===== config.mk =====
export PLATFORM = sky130hd
export DESIGN_NAME = instr_fetch
export DESIGN_NICKNAME = d
export VERILOG_FILES = /design/src/rtl/rv32_pkg.sv /design/src/rtl/instr_fifo.sv /design/src/rtl/instr_fetch.sv
export SDC_FILE = /design/constraint.sdc
export NUM_CORES = 1
export LEC_CHECK = 0
export ABC_AREA = 1
export CORE_MARGIN = 2
export CORE_UTILIZATION = 52
export CTS_CLUSTER_SIZE = 25
export DETAILED_ROUTE_END_ITERATION = 10
export PLACE_DENSITY = 0.89
export SLEW_MARGIN = 15
export SYNTH_ARGS = -nofsm -noshare
export SYNTH_HDL_FRONTEND = slang
export SYNTH_SLANG_ARGS = --single-unit

===== constraint.sdc =====
create_clock -name clk -period 1.8 [get_ports clk]
set_clock_uncertainty 0.15 [all_clocks]
set_input_delay 0.18 -clock clk [delete_from_list [all_inputs] [get_ports clk]]
set_output_delay 0.18 -clock clk [all_outputs]
set_load 0.02 [all_outputs]

===== src/rtl/rv32_pkg.sv =====
// Shared RV32 fetch-side definitions: widths, the fetch FSM state encoding,
// the buffered entry layout and the default reset vector.
package rv32_pkg;
  localparam int XLEN = 32;
  localparam int ILEN = 32;
  localparam logic [XLEN-1:0] DEFAULT_RESET_PC = 32'h0000_0000;

  typedef enum logic [1:0] {ST_FETCH, ST_WAIT, ST_DROP} fetch_state_e;

  typedef struct packed {
    logic [XLEN-1:0] pc;
    logic [ILEN-1:0] instr;
  } fetch_entry_t;
endpackage


===== src/rtl/instr_fifo.sv =====
// Small {pc, instr} FIFO between fetch and decode; flush wins over push/pop.
module instr_fifo
  import rv32_pkg::*;
#(
  parameter int DEPTH = 2,
  localparam int AW = $clog2(DEPTH),
  localparam int CW = $clog2(DEPTH + 1)
) (
  input  logic            clk,
  input  logic            reset,
  input  logic            push,
  input  logic [XLEN-1:0] push_pc,
  input  logic [ILEN-1:0] push_instr,
  input  logic            pop,
  input  logic            flush,
  output logic [XLEN-1:0] head_pc,
  output logic [ILEN-1:0] head_instr,
  output logic [CW-1:0]   count
);
  fetch_entry_t  mem [DEPTH];
  logic [AW-1:0] rd_ptr, wr_ptr;

  // DEPTH is a power of two, so the pointers wrap naturally.
  always_ff @(posedge clk or negedge reset) begin
    if (!reset) begin
      rd_ptr <= '0;
      wr_ptr <= '0;
      count  <= '0;
      for (int i = 0; i < DEPTH; i++) mem[i] <= '0;
    end else if (flush) begin
      rd_ptr <= '0;
      wr_ptr <= '0;
      count  <= '0;
    end else begin
      if (push) begin
        mem[wr_ptr] <= '{pc: push_pc, instr: push_instr};
        wr_ptr      <= wr_ptr + 1'b1;
      end
      if (pop) rd_ptr <= rd_ptr + 1'b1;
      case ({push, pop})
        2'b10:   count <= count + 1'b1;
        2'b01:   count <= count - 1'b1;
        default: ;
      endcase
    end
  end

  assign head_pc    = mem[rd_ptr].pc;
  assign head_instr = mem[rd_ptr].instr;
endmodule


===== src/rtl/instr_fetch.sv =====
// Single-outstanding instruction fetch unit: issues word fetches, buffers
// responses for decode, and handles redirects by flushing and dropping stale data.
module instr_fetch
  import rv32_pkg::*;
#(
  parameter logic [31:0] RESET_PC  = DEFAULT_RESET_PC,
  parameter int          BUF_DEPTH = 2
) (
  input  logic        clk,
  input  logic        reset,
  output logic        imem_req_valid,
  input  logic        imem_req_ready,
  output logic [31:0] imem_req_addr,
  input  logic        imem_resp_valid,
  input  logic [31:0] imem_resp_data,
  input  logic        redirect_valid,
  input  logic [31:0] redirect_pc,
  output logic        instr_valid,
  input  logic        instr_ready,
  output logic [31:0] instr,
  output logic [31:0] instr_pc
);
  localparam int CW = $clog2(BUF_DEPTH + 1);

  fetch_state_e  state;
  logic [31:0]   fetch_pc, req_pc;
  logic [CW-1:0] count;
  logic          req_hs, push, pop;

  // Gated by reset so the request line is quiet while reset is held.
  assign imem_req_valid = reset && (state == ST_FETCH) &&
                          (count < CW'(BUF_DEPTH)) && !redirect_valid;
  assign imem_req_addr  = fetch_pc;
  assign req_hs         = imem_req_valid & imem_req_ready;
  assign instr_valid    = (count != '0);
  assign pop            = instr_valid & instr_ready;
  assign push           = (state == ST_WAIT) & imem_resp_valid & ~redirect_valid;

  always_ff @(posedge clk or negedge reset) begin
    if (!reset) begin
      state    <= ST_FETCH;
      fetch_pc <= {RESET_PC[31:2], 2'b00};
      req_pc   <= '0;
    end else if (redirect_valid) begin
      fetch_pc <= {redirect_pc[31:2], 2'b00};
      // An in-flight fetch is now stale; wait it out unless it lands this cycle.
      case (state)
        ST_WAIT, ST_DROP: state <= imem_resp_valid ? ST_FETCH : ST_DROP;
        default:          state <= ST_FETCH;
      endcase
    end else begin
      case (state)
        ST_FETCH: if (req_hs) begin
          req_pc   <= fetch_pc;
          fetch_pc <= fetch_pc + 32'd4;
          state    <= ST_WAIT;
        end
        ST_WAIT:  if (imem_resp_valid) state <= ST_FETCH;
        ST_DROP:  if (imem_resp_valid) state <= ST_FETCH;
        default:  state <= ST_FETCH;
      endcase
    end
  end

  instr_fifo #(.DEPTH(BUF_DEPTH)) u_fifo (
    .clk        (clk),
    .reset      (reset),
    .push       (push),
    .push_pc    (req_pc),
    .push_instr (imem_resp_data),
    .pop        (pop),
    .flush      (redirect_valid),
    .head_pc    (instr_pc),
    .head_instr (instr),
    .count      (count)
  );
endmodule


## Word-level counts from Yosys, hierarchy flattened

Index checks and enable logic that the tools add are counted.

- Register bits after elaboration: 198
- Logic and storage cells: 70
- Latch bits: 0
- Input bits: 70
- Bits in writable memories: 0
- Memory bits (read-only): 0
- Memories kept: 0

- $mul: 0
- Reduce and logical (&&, ||, !) cells: 17
- Shift operators: 0
- Eq/ne operators: 6
- $add $sub $neg: 5
- Div/mod/pow operators: 0
- Muxes and demuxes: 21
- Magnitude comparators: 4
- Bitwise operators: 7

Operators by type and width:

| cell | number |
|---|---|
| two-way mux 64 bit | 4 |
| bitwise mux 128 bit | 1 |
| two-way mux 32 bit | 3 |
| demux 64 bit (select 1 bit) | 1 |
| adder 32 x 3 -> 32 bit (second input constant) | 1 |
| two-way mux 2 bit | 6 |
| nonzero test 2 bit | 5 |
| case mux 2 bit (2 select lines) | 2 |
| AND reduction 2 bit | 3 |
| AND 1 bit | 4 |
| equality test 2 x 1 -> 1 bit (second input constant) | 2 |
| equality test 2 bit (second input constant) | 2 |
| >= comparator 2 bit (second input constant) | 2 |
| logical AND 1 bit | 4 |
| two-way mux 1 bit | 4 |
| inverter 1 -> 2 bit | 2 |
| inequality test 3 x 1 -> 1 bit (second input constant) | 1 |
| inequality test 3 bit (second input constant) | 1 |
| AND reduction 3 bit | 1 |
| nonzero test 3 bit | 1 |
| adder 1 bit (second input constant) | 2 |
| adder 2 x 1 -> 2 bit (second input constant) | 1 |
| zero test 2 bit | 1 |
| less-than comparator 2 x 1 -> 1 bit (second input constant) | 1 |
| 5 further kinds | 5 |

## Logic depth before layout (Yosys ltp)

- Depth after elaboration: 8
- Depth in mapped cells: 11
- Gate-level depth less buffers: 11

## Hierarchy

Synthesis repeated with hierarchy kept, for this count alone.

- Cells, all modules: 1,026
- Area, all modules: 9,125.0 um2

Modules (own cells, without submodules):

| module | seq. area each (um2) | instances | area an instance (um2) | cells an instance |
|---|---|---|---|---|
| instr_fifo | 3,303.2 | 1 | 5,679.2 | 574 |
| instr_fetch | 1,551.5 | 1 | 3,445.8 | 452 |

## Worst setup path before layout

OpenSTA, ideal clock, no wires.

- Path type: register to register
- Start: register state[0]
- End: register fetch_pc[21], in the netlist imem_req_addr[21]
- Setup slack: -33 ps
- Data arrival time: 1,553 ps
- Path buffers: 1
- Library setup time: 130 ps
- Cell stages (with the launch flop): 11
- Data required time: 1,520 ps
- Period minus slack after synthesis: 1,833 ps
- Path through: dfrtp_1 inv_1 ha_1 nand2_1 nor3_4 nand2_2 nand2_2 inv_2 buf_2 nand2_1 nand4_1

- Longest elaborated chain between the ends: 7

Ends and longest elaborated chain:

| what | line | text |
|---|---|---|
| start, declared | instr_fetch.sv:25 | `fetch_state_e state;` |
| start signal, assigned | instr_fetch.sv:48 | `ST_WAIT, ST_DROP: state <= imem_resp_valid ? ST_FETCH : ST_DROP;` |
| zero test 2 bit | instr_fetch.sv:31 | `assign imem_req_valid = reset && (state == ST_FETCH) &&` |
| logical AND 1 bit (2 in series) | instr_fetch.sv:31 |  |
| logical AND 1 bit | instr_fetch.sv:32 | `(count < CW'(BUF_DEPTH)) && !redirect_valid;` |
| net imem_req_valid | instr_fetch.sv:11 | `output logic imem_req_valid,` |
| AND 1 bit | instr_fetch.sv:34 | `assign req_hs = imem_req_valid & imem_req_ready;` |
| nonzero test 2 bit (no source line) | -- |  |
| AND reduction 2 bit (no source line) | -- |  |
| end signal, assigned | instr_fetch.sv:42 | `fetch_pc <= {RESET_PC[31:2], 2'b00};` |
| end signal, assigned | instr_fetch.sv:45 | `fetch_pc <= {redirect_pc[31:2], 2'b00};` |
| end signal, assigned | instr_fetch.sv:55 | `fetch_pc <= fetch_pc + 32'd4;` |
| end, declared | instr_fetch.sv:26 | `logic [31:0] fetch_pc, req_pc;` |

The timed path passes the listed nets, and every way through them passes these cells.
A chain may end at the register's enable or synchronous reset.

## Worst setup path in the final report

- Start: register fetch_pc[2], in the netlist imem_req_addr[2]
- End: register fetch_pc[24], in the netlist imem_req_addr[24]

- Longest elaborated chain between the ends: 4

Ends and longest elaborated chain:

| what | line | text |
|---|---|---|
| adder 32 x 3 -> 32 bit | instr_fetch.sv:55 |  |
| two-way mux 32 bit | instr_fetch.sv:53 | `ST_FETCH: if (req_hs) begin` |
| two-way mux 32 bit | instr_fetch.sv:52 | `case (state)` |
| two-way mux 32 bit | instr_fetch.sv:44 | `end else if (redirect_valid) begin` |

No other way between the ends. The select of a mux whose other input is x is not followed.

==> impl_results.md <==
* Status: finished with violations
* Failing checks: negative setup slack
* Synth warn at 0
* WL met2 at 11,300 µm
* Hold path start: redirect_pc[12]
* Initial antenna violation count at 0
* Max_slew headroom at 46.4%
* Min Tclk post-route at 1850 ps
* Root Driver: clkbuf_16
* Routed Antenna Nets at 0
* DRC at 0
* Final wirelength at 23,600 µm
* Final worst slack at -46.8 ps
* Syn avg cell area at 7.66 µm²
* RSZ-0062 raised after global routing: true
* Hold Path Stages at 3
* ANT cells at 0
* Fin nets at 1,404
* TritonCTS clock tree: yes
* Netlist cell types at 27
* Register bit total from synthesis at 190
* Buffers on Ports at 161
* Filler cells at 1,233
* Row count at 47
* LEAKAGE at 0.00602 µW
* Worst setup EP type: flop
* Clock Latency Late Sink at 440 ps
* Final worst-path cycle share at 103%
* Post-synth EDFFs at 0
* DP Wirelength at 14,700 µm
* Reg-to-Reg End: imem_req_addr[24]
* Clock-pin slew on the worst setup and hold paths at 70 ps
* HP Class: primary input to flop
* Critical Path RT at 1980 ps
* Hold Vio Cnt, Final at 0
* Final setup vio count at 20
* CP startpoint: imem_req_addr[2]
* Routability cong. at 0.946
* Worst VDD drop at 0.000817 V
* Largest net degree at the start of global routing at 126
* Cell Area, Synth at 8850 µm²
* WP data arrival at 2030 ps
* Sequential fraction of the synthesis area at 53.7%
* Power per cell area at 1450 nW/µm²
* CTS Buf Count at 17
* Core Footprint at 16,600 µm²
* Via count at 8,148
* P&R area growth vs syn at 32.3%
* Met3 wire len at 2030 µm
* Reg2Reg Launch Point: imem_req_addr[2]
* Die X at 134 µm
* Worst Tran Pin Value at 804 ps
* Max Cap Viol at 0
* DRT Pass-1 Iters at 7
* Starting Density at 53.4%
* DIE AREA at 18,100 µm²
* GRT Util Overall at 25.3%
* Top Ports at 168
* Met1 wire length at 9840 µm
* Slew Limit Fails at 0
* First-pass GRT wire length at 36,300 µm
* H-tree level count at 4
* Drt initial violations at 773
* Crit Path Max Fanout at 4
* Critical Setup Path Class: flop to flop
* Register-to-Register Path Depth at 11
* Final total power at 17,000 µW
* Mapped Cells at 1,155
* Share of post-route cells with drive strength above 1 at 14.7%
* Max clock buf depth at 2
* Reg2reg setup slack at -50 ps
* Max Used Layer: met4
* Avg WL per Cell at 15.1 µm
* Worst hold margin at 164 ps
* Hold EP: imem_req_addr[12]
* Max Freq at 0.541 GHz
* Top_reg_cell synth: dfrtp_1
* Die H at 134 µm
* Synth async-reset ratio at 100%
* Via/cell ratio at 5.21
* GRT Residual Overflow at 0
* CTS Sinks at 190
* CP Launch Type: flop
* Vias in the first global route at 7,555
-- cells in the final DEF, fill, tap and decap left out, types with 6 or more instances in the layout --
cell             synthesis  routed
dfrtp_1                190     187
nor2_2                   3      11
clkdlybuf4s50_1          0      66
buf_2                   20      17
o22ai_1                  6       6
nor2_4                   3       6
nor2_1                  58      47
inv_1                  105     103
buf_6                    0      24
o21ai_0                167     161
buf_12                   0      11
o21ai_1                  2       6
nand3_1                 37      37
dlygate4sd2_1            0      29
clkbuf_16                0      21
a21oi_1                 12      12
nand2_2                  5      16
buf_4                    5      55
nand2_1                479     463
-- power by group --
part           switching (µW)  internal, µW  leakage [µW]
sequential                951          5830       0.00243
combinational            3850          2670       0.00330
clock                    1620          2090      0.000292
-- Yosys cell counts (all sizes together), types with 5 or more instances --
| cell | number | area share, % |
|---|---|---|
| o21ai | 169 | 9.6 |
| inv | 109 | 4.6 |
| o22ai | 6 | 0.42 |
| a21oi | 12 | 0.68 |
| nand2 | 484 | 21 |
| nor2 | 64 | 3.1 |
| xor2 | 5 | 0.49 |
| dfrtp | 190 | 54 |
| nor3 | 6 | 0.47 |
| buf | 27 | 1.6 |
| clkbuf | 32 | 1.4 |
| nand3 | 37 | 2.1 |
-- final cells by class --
| class | count | area [µm²] | share of cell area [%] |
|---|---|---|---|
| Clock inverter | 13 | 138 | 1.18 |
| Clock buffer | 19 | 443 | 3.78 |
| Tap cell | 220 | 275 | 2.35 |
| Sequential cell | 190 | 4760 | 40.6 |
| Inverter | 109 | 419 | 3.58 |
| Multi-Input combinational cell | 800 | 3550 | 30.3 |
| Timing Repair Buffer | 213 | 2120 | 18.1 |
-- cells by family after synthesis --
group           after synthesis  share of synthesized area (%)
simple gates                597                           26.7
compound gates              191                           11.0
flops                       190                           53.7
buf+inv                     168                           7.62
xor+xnor                      5                          0.495
fa+ha+maj                     3                          0.424
other cells                   1                         0.0424
-- flip-flops by register name (all words and copies together) (netlist names) --
name           cells
u_fifo.count       2
u_fifo.mem       124
u_fifo.rd_ptr      1
state              2
imem_req_addr     30
u_fifo.wr_ptr      1
req_pc            30
-- critical path: stages, from the launching register on --
cell	delay (ps)
dfrtp_1	410
ha_2	210
nand2_2	80
nor2_4	160
nand2_2	100
nor2_4	220
buf_6	140
nand2_2	40
nand2_1	50
nand3_1	70
nand2_1	60
nand2_1	40
-- metal layers --
metal  track usage [%]  vias to the layer above
met2              40.4                      371
met1              35.2                     3778
li1                  -                     3958
met4              7.84                        0
met5                 0                        -
met3              4.88                       41
-- timing repair --
| item | CTS | global route |
|---|---|---|
| gates resized for setup | 348 | 59 |
| hold buffers | 1 | 0 |
| setup buffers | 1 | 4 |
| setup endpoints to repair | 93 | 116 |
| cloned | 2 | 7 |
| hold endpoints to repair | 190 | 0 |
| pin swaps | 1 | 8 |
-- worst max path at each step --
| stage | endpoint | slack, ps | depth (start not counted) |
|---|---|---|---|
| 2_1_floorplan | imem_req_addr[21] | 10 | 10 |
| 3_3_place_gp | u_fifo.mem[87] | -40 | 7 |
| 3_5_place_dp | u_fifo.mem[55] | -90 | 7 |
| 4_1_cts | instr[7] | -130 | 5 |
| 5_1_grt | imem_req_addr[12] | -100 | 10 |
| 6_report | imem_req_addr[24] | -50 | 11 |
-- through the flow --
stage               util, %  TNS [ps]  area (µm²)  setup slack (ps)  cells
global route           70.6     -5470       11700              -103   1564
global placement       65.8     -4160       10900             -44.7   1517
floorplan                 -         0        8870              11.9   1158
CTS                    68.8      -764       11400              -128   1553
detailed placement     65.8     -6950       10900             -93.1   1517
finish                 70.6      -196       11700             -46.8   1564
Note: power is estimated with default switching activity, not from simulation.
